<file path="src/rtl/mp3_frame_sync.sv">
// MPEG-1 Layer III frame synchroniser: finds and decodes frame headers, drops the CRC,
// and splits each frame body into a side-information stream and a main-data stream.
module mp3_frame_sync (
   input  logic        clk,
   input  logic        rst,
   input  logic [7:0]  axiid,
   input  logic        axiiv,
   output logic [7:0]  side_axiod,
   output logic        side_axiov,
   output logic [7:0]  main_axiod,
   output logic        main_axiov,
   output logic        hdr_valid,
   output logic [3:0]  bitrate_index,
   output logic [1:0]  sampling_freq,
   output logic        padding_bit,
   output logic [1:0]  mode,
   output logic [1:0]  mode_extension,
   output logic        protection_bit,
   output logic [10:0] frame_len,
   output logic        locked
);

   typedef enum logic [2:0] {
      HUNT, H1, H2, H3, CRC, SIDE, MAIN, NEXT
   } state_t;

   state_t      state, state_nxt;
   logic [10:0] cnt, cnt_nxt;
   logic        locked_nxt;

   // Header bits seen in H1/H2, held until byte 3 commits the whole header.
   logic        prot_s;
   logic [3:0]  br_s;
   logic [1:0]  fs_s;
   logic        pad_s;

   logic        ld_b1, ld_b2, ld_hdr, fwd_side, fwd_main;
   logic        b0_ok, b1_ok, b2_ok;
   logic [10:0] new_frame_len, new_side_len;
   logic [10:0] side_len, crc_len, main_len;

   // Frame bytes without padding: floor(144000 * kbps / fs) for every legal {fs, bitrate}.
   function automatic logic [10:0] frame_bytes(input logic [1:0] fs, input logic [3:0] br);
      case ({fs, br})
         6'h01: frame_bytes = 11'd104;
         6'h02: frame_bytes = 11'd130;
         6'h03: frame_bytes = 11'd156;
         6'h04: frame_bytes = 11'd182;
         6'h05: frame_bytes = 11'd208;
         6'h06: frame_bytes = 11'd261;
         6'h07: frame_bytes = 11'd313;
         6'h08: frame_bytes = 11'd365;
         6'h09: frame_bytes = 11'd417;
         6'h0A: frame_bytes = 11'd522;
         6'h0B: frame_bytes = 11'd626;
         6'h0C: frame_bytes = 11'd731;
         6'h0D: frame_bytes = 11'd835;
         6'h0E: frame_bytes = 11'd1044;
         6'h11: frame_bytes = 11'd96;
         6'h12: frame_bytes = 11'd120;
         6'h13: frame_bytes = 11'd144;
         6'h14: frame_bytes = 11'd168;
         6'h15: frame_bytes = 11'd192;
         6'h16: frame_bytes = 11'd240;
         6'h17: frame_bytes = 11'd288;
         6'h18: frame_bytes = 11'd336;
         6'h19: frame_bytes = 11'd384;
         6'h1A: frame_bytes = 11'd480;
         6'h1B: frame_bytes = 11'd576;
         6'h1C: frame_bytes = 11'd672;
         6'h1D: frame_bytes = 11'd768;
         6'h1E: frame_bytes = 11'd960;
         6'h21: frame_bytes = 11'd144;
         6'h22: frame_bytes = 11'd180;
         6'h23: frame_bytes = 11'd216;
         6'h24: frame_bytes = 11'd252;
         6'h25: frame_bytes = 11'd288;
         6'h26: frame_bytes = 11'd360;
         6'h27: frame_bytes = 11'd432;
         6'h28: frame_bytes = 11'd504;
         6'h29: frame_bytes = 11'd576;
         6'h2A: frame_bytes = 11'd720;
         6'h2B: frame_bytes = 11'd864;
         6'h2C: frame_bytes = 11'd1008;
         6'h2D: frame_bytes = 11'd1152;
         6'h2E: frame_bytes = 11'd1440;
         default: frame_bytes = 11'd0;
      endcase
   endfunction

   assign b0_ok = (axiid == 8'hFF);
   assign b1_ok = ((axiid & 8'hFE) == 8'hFA);
   assign b2_ok = (axiid[7:4] != 4'h0) && (axiid[7:4] != 4'hF) && (axiid[3:2] != 2'd3);

   // Lengths of the frame whose byte 3 is on the bus right now.
   assign new_frame_len = frame_bytes(fs_s, br_s) + {10'd0, pad_s};
   assign new_side_len  = (axiid[7:6] == 2'd3) ? 11'd17 : 11'd32;

   // Lengths of the frame currently being split, from the committed header fields.
   assign side_len = (mode == 2'd3) ? 11'd17 : 11'd32;
   assign crc_len  = protection_bit ? 11'd0 : 11'd2;
   assign main_len = frame_len - 11'd4 - crc_len - side_len;

   always_comb begin
      // NOTE: every signal written here gets a default first, so no path can infer a latch.
      state_nxt  = state;
      cnt_nxt    = cnt;
      locked_nxt = locked;
      ld_b1      = 1'b0;
      ld_b2      = 1'b0;
      ld_hdr     = 1'b0;
      fwd_side   = 1'b0;
      fwd_main   = 1'b0;

      if (axiiv) begin
         case (state)
            HUNT: begin
               if (b0_ok) state_nxt = H1;
            end
            // locked is only set while checking a header at a frame boundary; there a bad
            // byte loses sync, otherwise a stray 0xFF may itself be the real byte 0.
            H1: begin
               if (b1_ok) begin
                  ld_b1     = 1'b1;
                  state_nxt = H2;
               end else if (locked) begin
                  locked_nxt = 1'b0;
                  state_nxt  = HUNT;
               end else begin
                  state_nxt = b0_ok ? H1 : HUNT;
               end
            end
            H2: begin
               if (b2_ok) begin
                  ld_b2     = 1'b1;
                  state_nxt = H3;
               end else if (locked) begin
                  locked_nxt = 1'b0;
                  state_nxt  = HUNT;
               end else begin
                  state_nxt = b0_ok ? H1 : HUNT;
               end
            end
            H3: begin
               ld_hdr     = 1'b1;
               locked_nxt = 1'b1;
               if (!prot_s) begin
                  state_nxt = CRC;
                  cnt_nxt   = 11'd1;
               end else begin
                  state_nxt = SIDE;
                  cnt_nxt   = new_side_len - 11'd1;
               end
            end
            CRC: begin
               if (cnt == 11'd0) begin
                  state_nxt = SIDE;
                  cnt_nxt   = side_len - 11'd1;
               end else begin
                  cnt_nxt = cnt - 11'd1;
               end
            end
            SIDE: begin
               fwd_side = 1'b1;
               if (cnt == 11'd0) begin
                  state_nxt = MAIN;
                  cnt_nxt   = main_len - 11'd1;
               end else begin
                  cnt_nxt = cnt - 11'd1;
               end
            end
            MAIN: begin
               fwd_main = 1'b1;
               if (cnt == 11'd0) begin
                  state_nxt = NEXT;
                  cnt_nxt   = 11'd0;
               end else begin
                  cnt_nxt = cnt - 11'd1;
               end
            end
            NEXT: begin
               if (b0_ok) begin
                  state_nxt = H1;
               end else begin
                  locked_nxt = 1'b0;
                  state_nxt  = HUNT;
               end
            end
            default: state_nxt = HUNT;
         endcase
      end
   end

   // NOTE: all sequential state uses non-blocking assignments so every register samples
   // the pre-edge values, independent of statement order.
   always_ff @(posedge clk or posedge rst) begin
      if (rst) begin
         state  <= HUNT;
         cnt    <= 11'd0;
         locked <= 1'b0;
      end else begin
         state  <= state_nxt;
         cnt    <= cnt_nxt;
         locked <= locked_nxt;
      end
   end

   // NOTE: the header shadow registers are reset as well; they are a handful of flops,
   // and a defined value keeps a header decoded right after reset free of X.
   always_ff @(posedge clk or posedge rst) begin
      if (rst) begin
         prot_s <= 1'b0;
         br_s   <= 4'd0;
         fs_s   <= 2'd0;
         pad_s  <= 1'b0;
      end else begin
         if (ld_b1) prot_s <= axiid[0];
         if (ld_b2) begin
            br_s  <= axiid[7:4];
            fs_s  <= axiid[3:2];
            pad_s <= axiid[1];
         end
      end
   end

   always_ff @(posedge clk or posedge rst) begin
      if (rst) begin
         side_axiod     <= 8'd0;
         side_axiov     <= 1'b0;
         main_axiod     <= 8'd0;
         main_axiov     <= 1'b0;
         hdr_valid      <= 1'b0;
         bitrate_index  <= 4'd0;
         sampling_freq  <= 2'd0;
         padding_bit    <= 1'b0;
         mode           <= 2'd0;
         mode_extension <= 2'd0;
         protection_bit <= 1'b0;
         frame_len      <= 11'd0;
      end else begin
         side_axiov <= fwd_side;
         main_axiov <= fwd_main;
         hdr_valid  <= ld_hdr;
         if (fwd_side) side_axiod <= axiid;
         if (fwd_main) main_axiod <= axiid;
         if (ld_hdr) begin
            bitrate_index  <= br_s;
            sampling_freq  <= fs_s;
            padding_bit    <= pad_s;
            mode           <= axiid[7:6];
            mode_extension <= axiid[5:4];
            protection_bit <= prot_s;
            frame_len      <= new_frame_len;
         end
      end
   end

endmodule

</file>
<file path="config.mk">
export PLATFORM = sky130hd
export DESIGN_NAME = mp3_frame_sync
export DESIGN_NICKNAME = d
export VERILOG_FILES = /design/src/rtl/mp3_frame_sync.sv
export SDC_FILE = /design/constraint.sdc
export NUM_CORES = 1
export LEC_CHECK = 0
export CAP_MARGIN = 0
export CORE_MARGIN = 2
export CORE_UTILIZATION = 45
export DETAILED_ROUTE_END_ITERATION = 7
export MAX_ROUTING_LAYER = met4
export PLACE_DENSITY = 0.66
export SETUP_SLACK_MARGIN = 0.1
export SYNTH_ARGS = -nofsm -noshare
export SYNTH_HDL_FRONTEND = slang
export SYNTH_SLANG_ARGS = --single-unit
</file>
<file path="constraint.sdc">
create_clock -name clk -period 2.67 [get_ports clk]
set_input_delay 0.4005 -clock clk [delete_from_list [all_inputs] [get_ports clk]]
set_output_delay 0.4005 -clock clk [all_outputs]
set_load 0.05 [all_outputs]
</file>
==> impl_metrics.py <==
metrics = {
    "clock_network": {
        "clk_path_buf_depth": 2,
        "worstSkewPairLatency_ns": 0.35,
        "cts_max_level": 3,
        "cts_tree": "done",
        "cts_root_buffer": "clkbuf_8",
        "cts.sinks": 65,
        "clkSlewWorstSetupHoldPaths_ns": 0.08,
        "cts_hold_buf": 0,
        "cts_made_buffers": 9,
    },
    "detailed_routing": {
        "drtPass1Iterations": 7,
        "met2_length_um": 5030,
        "drtIter0Drc": 324,
        "wl_met1_um": 5270,
        "via_per_inst": 5.54,
        "drc_errors": 0,
        "via_count": 3751,
        "routed_wirelength_um": 11000,
        "ant_nets": 0,
        "dr_wl_met3_um": 536,
        "top_layer": "met4",
        "wl_per_cell_um": 16.2,
    },
    "synthesis": {
        "synth_compound_area_frac": 0.173,
        "synthTopCellsByArea": "dfrtp_1, mux2_2, ha_1, nand2_1, o21ai_0",
        "yosys.area_share.xor_xnor": 0.0442,
        "ys_warn_count": 0,
        "synthCells": 471,
        "synth-simple-area-share": 0.183,
        "async_flop_share": 1.00,
        "yosys.area.top_type": "dfrtp_1",
        "synth_top_area_share": 0.373,
        "netlist_area_um2": 4360,
        "synth_edf_count": 0,
        "synth-seq-cells": 65,
        "synth_cell_types": 65,
        "synth-seq-area-share": 0.373,
        "syn_nets": 503,
        "synth-main-ff-cell": "dfrtp_1",
        "synthMuxAreaShare": 0.109,
        "synth_top_family_by_area": "simple AND/OR/NAND/NOR gates",
        "syn_avg_cell_area_um2": 9.25,
        "synthAdderAreaFrac": 0.0620,
    },
    "global_routing": {
        "grt_pass1_wl_um": 18200,
        "grt_pass1_vias": 3652,
        "grt_max_degree": 41,
        "antenna_found_initial": 0,
        "grt_overflow_total": 0,
        "grt_use_total": 0.228,
    },
    "timing": {
        "fin_skew_ns": 0.0107,
        "maxSlewViolCount": 0,
        "fin_ws_ns": 0.185,
        "layout_min_cycle_time_ns": 2.48,
        "worst_slew_pin_slew_ns": 0.585,
        "tns_ns": 0,
        "hold_slack_ns": 0.427,
        "timing_hold_violations_final": 0,
        "rsz0062_at_grt": "yes",
        "fmax_mhz": 402,
        "finalSetupViolCount": 0,
        "slew_headroom": 0.610,
        "fin_crit_sh": 0.931,
    },
    "placement": {
        "hpwlAfterDp_um": 8080,
        "pre_cts_ws_ns": 0.0894,
        "place_inst": 658,
        "gp_congestion": 0.879,
        "io_buffers": 53,
    },
    "floorplanning": {
        "ioPinCount": 54,
        "die_w_um": 102,
        "fp.dieArea_um2": 10500,
        "core_um2": 9330,
        "die_h_um": 102,
        "rows": 35,
        "initial_core_util": 0.467,
    },
    "critical_path": {
        "crit_start": "br_s[2]$_DFFE_PP0P_",
        "crit_path_end": "frame_len[8]$_DFFE_PP0P_",
        "reg2reg_depth": 8,
        "r2r-end": "frame_len[8]$_DFFE_PP0P_",
        "worstSetupPathType": "reg -> reg",
        "endpoint_kind": "register",
        "ff2ff_setup_slack_ns": 0.19,
        "crit_fanout": 10,
        "worst_ep_required_time_ns": 2.90,
        "crit_path_start_kind": "register",
        "worstPathArrival_ns": 2.71,
        "reg2reg_from": "br_s[2]$_DFFE_PP0P_",
    },
    "flow_run": {
        "maxCapViolCount": 0,
    },
    "cells_and_area": {
        "area_delta_synth_final_pct": 26.3,
        "layout-drive-gt1-share": 0.206,
        "fin_cells": 677,
        "fin_nets": 576,
        "register_area_um2": 1630,
        "multi_input_area_um2": 2570,
        "diodes": 0,
        "n_fill_cell": 810,
    },
    "min_path": {
        "hp-class": "in -> async",
    },
    "power": {
        "p_leak_nw": 2.41,
        "ir_drop_mv": 0.633,
        "power.total_w": 0.00732,
        "power_density_nw_per_um2": 1330,
    },
    "run_status": {
        "status": "completed",
    },
}
-- worst max-delay path: stages, from the launching register on --
cell and delay (ns):
dfrtp_1 0.58, buf_4 0.21, mux2_2 0.32, o21ai_0 0.26, o22ai_1 0.21, nor3b_4 0.25, nand4_1 0.13, xnor2_1 0.15
mux2_2 0.26
-- placed cells by master (no fill, tap or decap), types with 4 or more instances in the layout --
master,Yosys,routed
dfrtp_2,0,5
o211ai_1,5,5
buf_4,3,31
a22o_1,4,4
nor4_1,5,4
nor3_1,9,9
nor2b_1,9,9
clkdlybuf4s50_1,0,53
ha_1,20,17
or4_1,4,4
nand2b_1,8,8
o21bai_1,4,4
xnor2_1,9,9
mux2_2,32,32
nand4_1,6,6
mux2i_1,9,8
xor2_1,13,13
a22oi_1,4,4
o21ai_0,35,35
and3_1,7,7
nand3_1,10,10
nor2_1,31,31
nand2_1,54,53
clkbuf_8,0,9
inv_1,26,22
dfrtp_1,65,60
a21oi_1,21,21
inv_2,2,6
-- timing repair --
| action | in CTS | in global routing |
|---|---|---|
| endpoints found under the setup margin | 0 | 6 |
| resized for setup | 0 | 12 |
| setup buffers | 0 | 4 |
-- flip-flops by register name (all words and copies together) (netlist names) --
signal,flops
frame_len,11
side_axiod,8
prot_s,1
pad_s,1
locked,1
sampling_freq,2
side_axiov,1
cnt,11
padding_bit,1
main_axiod,8
br_s,4
bitrate_index,4
mode_extension,2
state,3
fs_s,2
mode,2
hdr_valid,1
main_axiov,1
protection_bit,1
-- how the worst min path moves through the flow --
stage	startpoint	to	slack, ns	cells after the start
after floorplan	cnt[10]$_DFFE_PP0P_	cnt[10]$_DFFE_PP0P_	0.48	1
after global placement	main_axiod[5]$_DFFE_PP0P_	main_axiod[5]$_DFFE_PP0P_	0.46	2
after detailed placement	main_axiod[1]$_DFFE_PP0P_	main_axiod[1]$_DFFE_PP0P_	0.46	2
after CTS	rst	sampling_freq[1]$_DFFE_PP0P_	0.44	2
after global routing	rst	br_s[0]$_DFFE_PP0P_	0.49	2
final	rst	br_s[0]$_DFFE_PP0P_	0.43	2
-- stage by stage --
step	instance area [um^2]	utilization
2_1_floorplan	4390	-
3_3_place_gp	5200	0.557
3_5_place_dp	5200	0.557
4_1_cts	5420	0.581
5_1_grt	5510	0.590
6_report	5510	0.590
-- cells by family after synthesis --
group                      Yosys count
AOI/OAI and AO/OA                  111
DFF                                 65
muxes                               42
and+or+nand+nor                    156
xor gates and xnor gates            22
buffers and inverters               54
adders and majority gates           21
-- cells in the mapped netlist, drive strengths merged (5+ instances only) --
master,instances
a21oi,24
and3,7
buf,16
clkbuf,9
dfrtp,65
ha,20
inv,28
mux2,32
mux2i,9
nand2,54
nand2b,8
nand3,13
nand4,6
nor2,31
nor2b,9
nor3,10
nor4,5
o211ai,5
o21ai,37
xnor2,9
xor2,13
-- power by group --
group	total, W	internal (W)	leakage (nW)	switching (W)
registers	0.00174	0.00137	0.831	0.000374
logic	0.00464	0.00189	1.48	0.00275
clock network	0.000938	0.000525	0.102	0.000413
-- layer usage --
layer | GRT usage | up-vias
met5 | - | -
met4 | 0.0523 | 0
met3 | 0.0410 | 14
met2 | 0.353 | 103
met1 | 0.314 | 1806
li1 | - | 1828
-- layout make-up --
cell class	count	share of cell area
Sequential cell	65	0.297
Clock inverter	6	0.0168
Timing Repair Buffer	87	0.149
Clock buffer	9	0.0225
Multi-Input combinational cell	352	0.466
Tap cell	129	0.0293
Inverter	29	0.0198
No activity file was read; power rests on OpenSTA's default activity.
